===== config.mk =====
export PLATFORM = sky130hd
export DESIGN_NAME = qblock_item_arbiter
export DESIGN_NICKNAME = d
export VERILOG_FILES = /design/src/rtl/qblock_item_arbiter.sv
export SDC_FILE = /design/constraint.sdc
export NUM_CORES = 1
export LEC_CHECK = 0
export BUFFER_PORTS_ARGS = -buffer_cell sky130_fd_sc_hd__buf_4
export CORE_MARGIN = 1
export CORE_UTILIZATION = 35
export CTS_CLUSTER_SIZE = 12
export DETAILED_ROUTE_END_ITERATION = 10
export PLACE_DENSITY = 0.6
export SLEW_MARGIN = 20
export SYNTH_ARGS = -nofsm -noshare
export SYNTH_HDL_FRONTEND = slang
export SYNTH_SLANG_ARGS = --single-unit

===== constraint.sdc =====
create_clock -name i_render_clk -period 1.7 [get_ports i_render_clk]
set_input_delay 0.34 -clock i_render_clk [delete_from_list [all_inputs] [get_ports i_render_clk]]
set_output_delay 0.34 -clock i_render_clk [all_outputs]
set_load 0.02 [all_outputs]

===== src/rtl/qblock_item_arbiter.sv =====
// qblock_item_arbiter: Q-block item roulette shared by two cars, one held item per car, item use (boost window / fire pulse).
// Latency: collision sampled at edge t -> roulette from t+2 -> item in slot from t+3+ROLL_FRAMES; use acts at the next edge.
// Backpressure: none; collisions on a full, pending or rolling car are dropped, and a use on an empty slot is dropped.
// Build option: define QBLOCK_BOOST_STACK_EN so a BOOST used during an active boost adds time (saturating) instead of reloading.
module qblock_item_arbiter #(
  parameter int unsigned ROLL_FRAMES  = 30,
  parameter int unsigned BOOST_FRAMES = 60,
  parameter int unsigned TIMER_W      = 8,
  parameter logic [15:0] LFSR_SEED    = 16'hACE1
) (
  input  logic       i_render_clk,
  input  logic       i_rst_n,
  input  logic       i_car1_collision,
  input  logic       i_car2_collision,
  input  logic       i_car1_use,
  input  logic       i_car2_use,
  output logic [1:0] o_car1_item,
  output logic [1:0] o_car2_item,
  output logic       o_car1_boost,
  output logic       o_car2_boost,
  output logic       o_car1_fire,
  output logic       o_car2_fire,
  output logic [1:0] o_fire_item,
  output logic [1:0] o_rolling
);

  typedef enum logic [1:0] {
    ST_IDLE  = 2'd0,
    ST_ROLL  = 2'd1,
    ST_GRANT = 2'd2
  } state_t;

  localparam logic [1:0]         ITEM_NONE  = 2'd0;
  localparam logic [1:0]         ITEM_BOOST = 2'd1;
  // Galois taps for x^16 + x^14 + x^13 + x^11 + 1, right-shifting form.
  localparam logic [15:0]        LFSR_TAPS  = 16'hB400;
  localparam logic [TIMER_W-1:0] ROLL_LAST  = TIMER_W'(ROLL_FRAMES - 1);
`ifdef QBLOCK_BOOST_STACK_EN
  localparam logic [TIMER_W:0]   BOOST_ADD  = (TIMER_W + 1)'(BOOST_FRAMES);
  localparam logic [TIMER_W:0]   BOOST_CAP  = (TIMER_W + 1)'(2 * BOOST_FRAMES);
`else
  localparam logic [TIMER_W-1:0] BOOST_LD   = TIMER_W'(BOOST_FRAMES);
`endif

  // Car index 0 is car 1, index 1 is car 2 throughout.
  state_t                  state_q, state_d;
  logic                    owner_q, owner_d;        // roulette owner
  logic                    rr_q, rr_d;              // car favoured when both are pending
  logic [TIMER_W-1:0]      roll_cnt_q, roll_cnt_d;
  logic [15:0]             lfsr_q, lfsr_d;
  logic [1:0]              hit_q, hit_d;            // qualified collision, one stage before pend
  logic [1:0]              pend_q, pend_d;
  logic [1:0][1:0]         slot_q, slot_d;
  logic [1:0][TIMER_W-1:0] boost_q, boost_d;
  logic [1:0]              fire_q, fire_d;
  logic [1:0]              fire_item_q, fire_item_d;

  logic [1:0] collision;
  logic [1:0] use_req;
  logic [1:0] owned;
  logic [1:0] grant_item;
  logic       grant;
  logic       arb_vld;
  logic       arb_ptr;
  logic       arb_pick;

  assign collision = {i_car2_collision, i_car1_collision};
  assign use_req   = {i_car2_use, i_car1_use};

  // A car owns the roulette from its first ROLL cycle through its GRANT cycle.
  assign owned[0] = (state_q != ST_IDLE) && !owner_q;
  assign owned[1] = (state_q != ST_IDLE) &&  owner_q;

  assign grant_item = (lfsr_q[1:0] == 2'd0) ? ITEM_BOOST : lfsr_q[1:0];

  // GRANT arbitrates with the pointer already flipped, so a waiting car rolls with no idle gap.
  assign arb_ptr  = (state_q == ST_GRANT) ? ~owner_q : rr_q;
  assign arb_vld  = |pend_q;
  assign arb_pick = (&pend_q) ? arb_ptr : pend_q[1];

  // Free-running item LFSR.
  always_comb begin
    lfsr_d = {1'b0, lfsr_q[15:1]};
    if (lfsr_q[0]) begin
      lfsr_d = lfsr_d ^ LFSR_TAPS;
    end
  end

  // Qualify collisions against the pre-edge slot, pend and roulette state.
  always_comb begin
    hit_d = '0;
    for (int n = 0; n < 2; n++) begin
      hit_d[n] = collision[n] && (slot_q[n] == ITEM_NONE) && !pend_q[n] && !hit_q[n] && !owned[n];
    end
  end

  // Roulette FSM: pick a pending car, count the roll, grant.
  always_comb begin
    state_d    = state_q;
    owner_d    = owner_q;
    rr_d       = rr_q;
    roll_cnt_d = roll_cnt_q;
    pend_d     = pend_q | hit_q;
    grant      = 1'b0;
    case (state_q)
      ST_IDLE: begin
        if (arb_vld) begin
          state_d          = ST_ROLL;
          owner_d          = arb_pick;
          roll_cnt_d       = '0;
          pend_d[arb_pick] = 1'b0;
        end
      end
      ST_ROLL: begin
        if (roll_cnt_q == ROLL_LAST) begin
          state_d    = ST_GRANT;
          roll_cnt_d = '0;
        end else begin
          roll_cnt_d = roll_cnt_q + TIMER_W'(1);
        end
      end
      ST_GRANT: begin
        grant = 1'b1;
        rr_d  = ~owner_q;
        if (arb_vld) begin
          state_d          = ST_ROLL;
          owner_d          = arb_pick;
          roll_cnt_d       = '0;
          pend_d[arb_pick] = 1'b0;
        end else begin
          state_d = ST_IDLE;
        end
      end
      default: begin
        state_d = ST_IDLE;
      end
    endcase
  end

`ifdef QBLOCK_BOOST_STACK_EN
  logic [1:0][TIMER_W:0] boost_sum;

  // Extended boost time before saturation.
  always_comb begin
    boost_sum = '0;
    for (int n = 0; n < 2; n++) begin
      boost_sum[n] = {1'b0, boost_q[n]} + BOOST_ADD;
    end
  end
`endif

  // Item slots, boost timers and fire pulses.
  always_comb begin
    slot_d      = slot_q;
    boost_d     = boost_q;
    fire_d      = '0;
    fire_item_d = '0;
    for (int n = 0; n < 2; n++) begin
      if (boost_q[n] != '0) begin
        boost_d[n] = boost_q[n] - TIMER_W'(1);
      end
      if (use_req[n] && (slot_q[n] != ITEM_NONE)) begin
        slot_d[n] = ITEM_NONE;
        if (slot_q[n] == ITEM_BOOST) begin
`ifdef QBLOCK_BOOST_STACK_EN
          boost_d[n] = (boost_sum[n] > BOOST_CAP) ? BOOST_CAP[TIMER_W-1:0] : boost_sum[n][TIMER_W-1:0];
`else
          boost_d[n] = BOOST_LD;
`endif
        end else begin
          fire_d[n] = 1'b1;
        end
      end
    end
    // The owner's slot is empty while it rolls, so a grant never collides with a use.
    if (grant) begin
      slot_d[owner_q] = grant_item;
    end
    // Car 1 wins the shared item bus when both fire together.
    if (fire_d[0]) begin
      fire_item_d = slot_q[0];
    end else if (fire_d[1]) begin
      fire_item_d = slot_q[1];
    end
  end

  // State registers; reset abandons any roll and drops pending requests.
  always_ff @(posedge i_render_clk or negedge i_rst_n) begin
    if (!i_rst_n) begin
      state_q     <= ST_IDLE;
      owner_q     <= 1'b0;
      rr_q        <= 1'b0;
      roll_cnt_q  <= '0;
      lfsr_q      <= LFSR_SEED;
      hit_q       <= '0;
      pend_q      <= '0;
      slot_q      <= '0;
      boost_q     <= '0;
      fire_q      <= '0;
      fire_item_q <= '0;
    end else begin
      state_q     <= state_d;
      owner_q     <= owner_d;
      rr_q        <= rr_d;
      roll_cnt_q  <= roll_cnt_d;
      lfsr_q      <= lfsr_d;
      hit_q       <= hit_d;
      pend_q      <= pend_d;
      slot_q      <= slot_d;
      boost_q     <= boost_d;
      fire_q      <= fire_d;
      fire_item_q <= fire_item_d;
    end
  end

  assign o_car1_item  = slot_q[0];
  assign o_car2_item  = slot_q[1];
  assign o_car1_boost = (boost_q[0] != '0);
  assign o_car2_boost = (boost_q[1] != '0);
  assign o_car1_fire  = fire_q[0];
  assign o_car2_fire  = fire_q[1];
  assign o_fire_item  = fire_item_q;
  assign o_rolling    = (state_q == ST_ROLL) ? (owner_q ? 2'd2 : 2'd1) : 2'd0;

endmodule


### Word-level counts from Yosys, hierarchy flattened

Cells that the tools add are included.

| word-level totals | value |
|---|---|
| register bits | 56 |
| input port bits | 6 |
| output and inout bits | 12 |
| word-level logic and storage cells | 106 |

| cells by class | value |
|---|---|
| add/sub/neg operators | 3 |
| $lt $le $gt $ge | 4 |
| equal/unequal tests | 8 |
| multiplexer cells | 36 |
| bitwise logic cells | 5 |
| reduce and logical (&&, ||, !) cells | 37 |

Operators with widths:

| kind | count |
|---|---|
| 2-to-1 mux 8 bit | 8 |
| 2-to-1 mux 2 bit | 12 |
| 2-to-1 mux 16 bit | 1 |
| case mux 8 bit (2 select lines) | 1 |
| nonzero test 8 bit | 2 |
| subtractor 8 x 1 -> 8 bit, second input constant | 2 |
| logical AND 1 bit | 14 |
| 2-to-1 mux 1 bit | 9 |
| adder 8 x 1 -> 8 bit, second input constant | 1 |
| equality test 8 x 5 -> 1 bit, second input constant | 1 |
| logical NOT 2 bit | 4 |
| AND reduction 2 bit | 4 |
| nonzero test 2 bit | 4 |
| logical NOT 1 bit | 7 |
| equality test 2 x 1 -> 1 bit, second input constant | 3 |
| case mux 2 bit (3 select lines) | 1 |
| bitwise mux 4 bit | 1 |
| < comparator 1 x 2 -> 1 bit, second input constant | 2 |
| 2-to-1 mux 4 bit | 1 |
| != test 2 bit, second input constant | 2 |
| NOT 3 -> 4 bit | 1 |
| OR reduction 2 bit | 2 |
| bitwise AND 2 bit | 1 |
| demux 2 bit (select 1 bit) | 1 |
| 7 further kinds | 8 |

### Logic depth before layout (Yosys ltp)

| depth | value |
|---|---|
| depth in word-level cells | 11 |
| depth in mapped cells | 8 |
| mapped depth without buffers | 7 |

### Worst setup path before layout

Ideal clock, no wire load.

| path | value |
|---|---|
| path type | reg2out |
| start | register boost_q[0] (netlist name) |
| end | output port o_car1_boost |
| arrival time | 1181 ps |
| slack | 179 ps |
| stages on the path, launching flop included | 7 |
| buffers on the path | 1 |
| path through | dfrtp_1 inv_1 ha_1 nor3b_1 and2_1 buf_4 inv_2 |

| on the way | value |
|---|---|
| cells in the longest elaborated chain, start to end | 1 |

Ends and longest elaborated chain:

| what | RTL line | text |
|---|---|---|
| start, declared | 54 | `logic [1:0][TIMER_W-1:0] boost_q, boost_d;` |
| start signal, assigned | 210 | `boost_q <= boost_d;` |
| nonzero test 8 bit | 218 | `assign o_car1_boost = (boost_q[0] != '0);` |
| end, declared | 19 | `output logic o_car1_boost,` |

No other way between the ends.

### Worst setup path in the final report

| path | value |
|---|---|
| start | register boost_q[11] (netlist name) |
| end | output port o_car2_boost |

| on the way | value |
|---|---|
| cells in the longest elaborated chain, start to end | 1 |

Ends and longest elaborated chain:

| what | RTL line | text |
|---|---|---|
| nonzero test 8 bit | 219 | `assign o_car2_boost = (boost_q[1] != '0);` |
| end, declared | 20 | `output logic o_car2_boost,` |

No other way between the ends.

==> summary.md <==
### Outcome
* **outcome** finished, violations left
* **violated checks** negative setup slack

### Die
* **num ports** 18
* **horizontal die dimension** 85.1 um
* **core area** 6490 um^2
* **starting density of the core** 0.372
* **Rows** 29
* **die area** 7240 um^2
* **Die Height** 85.1 um

### Power
* **net switching fraction of the power** 0.361
* **Sw Pwr** 1620 uW
* **leak pwr** 0.00140 uW
* **power density cells** 1460 nW/um^2
* **combinational group share of total power** 0.380
* **part of the total power dissipated in the clock network** 0.160
* **largest vdd supply drop** 0.369 mV
* **sequential cell fraction of total power** 0.460
* **internal power** 2850 uW

### Layout
* **# diodes** 0
* **Area growth syn-to-layout** 26.6%
* **non-filler cells in the finished layout** 351
* **most frequent cells in the layout** sky130_fd_sc_hd__buf_4, sky130_fd_sc_hd__dfrtp_1, sky130_fd_sc_hd__nor2_1, sky130_fd_sc_hd__o21ai_0, sky130_fd_sc_hd__nand2_1
* **share of layout cells above drive strength 1** 0.328
* **most common cell after layout, fill and taps aside** sky130_fd_sc_hd__buf_4
* **area of the multi-input gates** 991 um^2
* **fill count** 581
* **Storage cell area** 1410 um^2
* **final-stage net count** 284

### Timing
* **final-report hold violation count** 0
* **setup clock skew after layout** 0.0138 ns
* **ratio of final minimum period to clock period** 1.10
* **hold slack final** 0.288 ns
* **crit path time final** 1.87 ns
* **post-route worst setup slack** -0.167 ns
* **Setup-failing EPs final** 2
* **worst-margin pin slew** 0.381 ns
* **Max-Slew Margin vs Limit** 0.742
* **final setup TNS** -0.235 ns
* **maximum clock frequency** 536 MHz
* **pins over their slew limit** 0
* **setup repair after global routing missed its margin** true

### Global routing
* **met2 usage in global routing** 0.235
* **met1 layer usage reported by global route** 0.174
* **vias in the first global route** 1761
* **antenna violations before repair** 0
* **Global Route met3 Usage** 0.0447
* **global route overflow** 0
* **first-pass GRT wire length** 8030 um
* **pin count of the biggest net entering global routing** 26
* **global routing usage summed across all routing layers** 0.144
* **Top Usage Layer GRT** met2

### Synthesis
* **#FFs+latches synth** 56
* **synthesized netlist cell count** 216
* **count of cell types in the netlist** 48
* **post-synth net total** 227
* **post-synthesis instance area** 2410 um^2
* **Mean Syn Cell Area** 11.2 um^2
* **yosys synthesis warning count** 0
* **Seq/Total Area, Yosys** 0.584

### Detailed routing
* **iteration count of the initial detailed-routing pass** 4
* **post-route antenna net violation count** 0
* **total wire length** 4630 um
* **number of design-rule violations left by the first detailed-router iteration** 54
* **total number of vias** 1767
* **vias per std cell** 5.03
* **wire length per cell after detailed routing** 13.2 um
* **post-detailed-route DRC marker count** 0

### Setup path
* **worst endpoint required time** 1.36 ns
* **reg-to-reg setup timing slack** 0.08 ns
* **reg2reg start** boost_q[0]$_DFF_PN0_
* **critical path type** reg2out
* **Critical Path End Type** output port
* **reg-to-reg endpoint** boost_q[6]$_DFF_PN0_
* **critical path startpoint category** flop
* **highest fanout seen on the critical path** 3
* **signal arrival time at the worst endpoint** 1.53 ns
* **R2R cell count** 10

### Clock network
* **source-to-sink clock delay at the later pin of the worst-skew pair** 0.31 ns
* **number of sinks driven by the clock tree** 56
* **clock tree root driver cell** sky130_fd_sc_hd__clkbuf_8
* **CTS Buf Count** 5
* **worst-case clock buffer depth** 2
* **clock transition at the registers of the reported paths** 0.10 ns
* **depth of the CTS H-tree** 2
* **clock tree from TritonCTS** yes

### Min path
* **class of the most critical hold timing path** in2reg
* **source of the worst hold timing path** i_car2_use
* **worst hold path cell count** 3
* **Hold Crit Endpoint** fire_q[1]$_DFF_PN0_

### Place
* **Cells after DPL** 318
* **pre-CTS worst setup slack** 0.0565 ns
* **hpwl dp** 3080 um
* **Port Buffers** 17
* **final weighted congestion in routability-driven placement** 0.805

### Run
* **number of max-capacitance violations reported** 0

==> sequential cells by signal (all words and copies together), names as in the netlist <==
register     cells
boost_q         16
lfsr_q          16
roll_cnt_q       8
fire_q           2
hit_q            2
o_car1_item      2
o_car2_item      2
o_fire_item      2
pend_q           2
state_q          2
owner_q          1
rr_q             1
==> through the flow <==
stage / area (um^2) / util / power (uW)
after floorplan: 2410 / - / 2950
after global placement: 2710 / 0.418 / 3350
after detailed placement: 2710 / 0.418 / 3390
after CTS: 2990 / 0.460 / 4370
after global routing: 3060 / 0.471 / 4790
final: 3060 / 0.471 / 4470
==> synthesized netlist by cell type (all sizes together) <==
master,instances,share of area
o21ai,21,0.044
nand2b,5,0.013
o2111a,1,0.0047
xor2,7,0.025
a41oi,1,0.0036
buf,2,0.0052
a21o,1,0.0031
dfrtp,48,0.50
and2,3,0.0078
inv,14,0.022
or2,2,0.0052
a21oi,13,0.027
o31ai,1,0.0031
a311oi,1,0.0036
dfstp,8,0.087
a31oi,1,0.0026
nor4,2,0.014
or3,3,0.0078
nand2,17,0.027
nor3b,2,0.0083
o21bai,1,0.0031
and4,1,0.0036
nor2,23,0.036
a22o,2,0.0073
nor3,6,0.017
and3,2,0.0057
a21boi,1,0.0031
mux2i,1,0.0041
a211oi,1,0.0052
ha,5,0.026
nor4b,4,0.023
o22ai,1,0.0026
nand4b,1,0.0036
a31o,1,0.0036
nand3b,2,0.0062
xnor2,8,0.032
nand3,3,0.0062
==> worst max-delay path, stage by stage (launching register included) <==
cell and delay [ns]:
sky130_fd_sc_hd__dfrtp_1 0.43, sky130_fd_sc_hd__nor4_4 0.32, sky130_fd_sc_hd__nand2_2 0.12, sky130_fd_sc_hd__nor3_4 0.16, sky130_fd_sc_hd__inv_2 0.06, sky130_fd_sc_hd__buf_6 0.13
==> cell type report <==
| cell class | count | area share |
|---|---|---|
| Clock buffer | 6 | 0.0237 |
| Clock inverter | 2 | 0.00532 |
| Inverter | 14 | 0.0180 |
| Multi-Input combinational cell | 144 | 0.324 |
| Sequential cell | 56 | 0.462 |
| Tap cell | 77 | 0.0315 |
| Timing Repair Buffer | 52 | 0.135 |
==> metal layers <==
metal  routed length (um)  vias up
met5                    0        -
met4                   82        0
met3                  154        7
met2                 2260       28
met1                 2130      880
li1                     -      852
==> power by group through the flow <==
stage	sequential, uW	combinational [uW]	clock [uW]
after floorplan	1990	968	0
after global placement	2060	1290	0
after detailed placement	2060	1320	0
after CTS	2030	1610	741
after global routing	2090	1890	805
final	2050	1700	717
==> worst max path at each step <==
stage / endpoint / depth (start not counted) / start
2_1_floorplan: o_car1_boost / 6 / boost_q[0]$_DFF_PN0_
3_3_place_gp: o_car2_boost / 5 / boost_q[10]$_DFF_PN0_
3_5_place_dp: o_car2_boost / 5 / boost_q[10]$_DFF_PN0_
4_1_cts: o_car2_boost / 5 / boost_q[10]$_DFF_PN0_
5_1_grt: o_car2_boost / 5 / boost_q[11]$_DFF_PN0_
6_report: o_car2_boost / 5 / boost_q[11]$_DFF_PN0_
==> timing repair <==
item,in CTS,in global routing
setup endpoints to repair,2,9
hold endpoints to repair,18,0
hold buffers,1,0
pin swaps,5,6
setup buffers,18,8
resized for setup,10,7
==> kinds of logic after synthesis <==
| kind of cell | share of synthesized area |
|---|---|
| buffers and inverters | 0.0269 |
| flip-flops | 0.584 |
| AO/OA/AOI/OAI | 0.116 |
| AND/OR/NAND/NOR | 0.185 |
| adder cells (fa/ha/maj) | 0.0259 |
| XOR/XNOR | 0.0575 |
| multiplexers | 0.00415 |
Note: power is estimated with default switching activity, not from simulation.
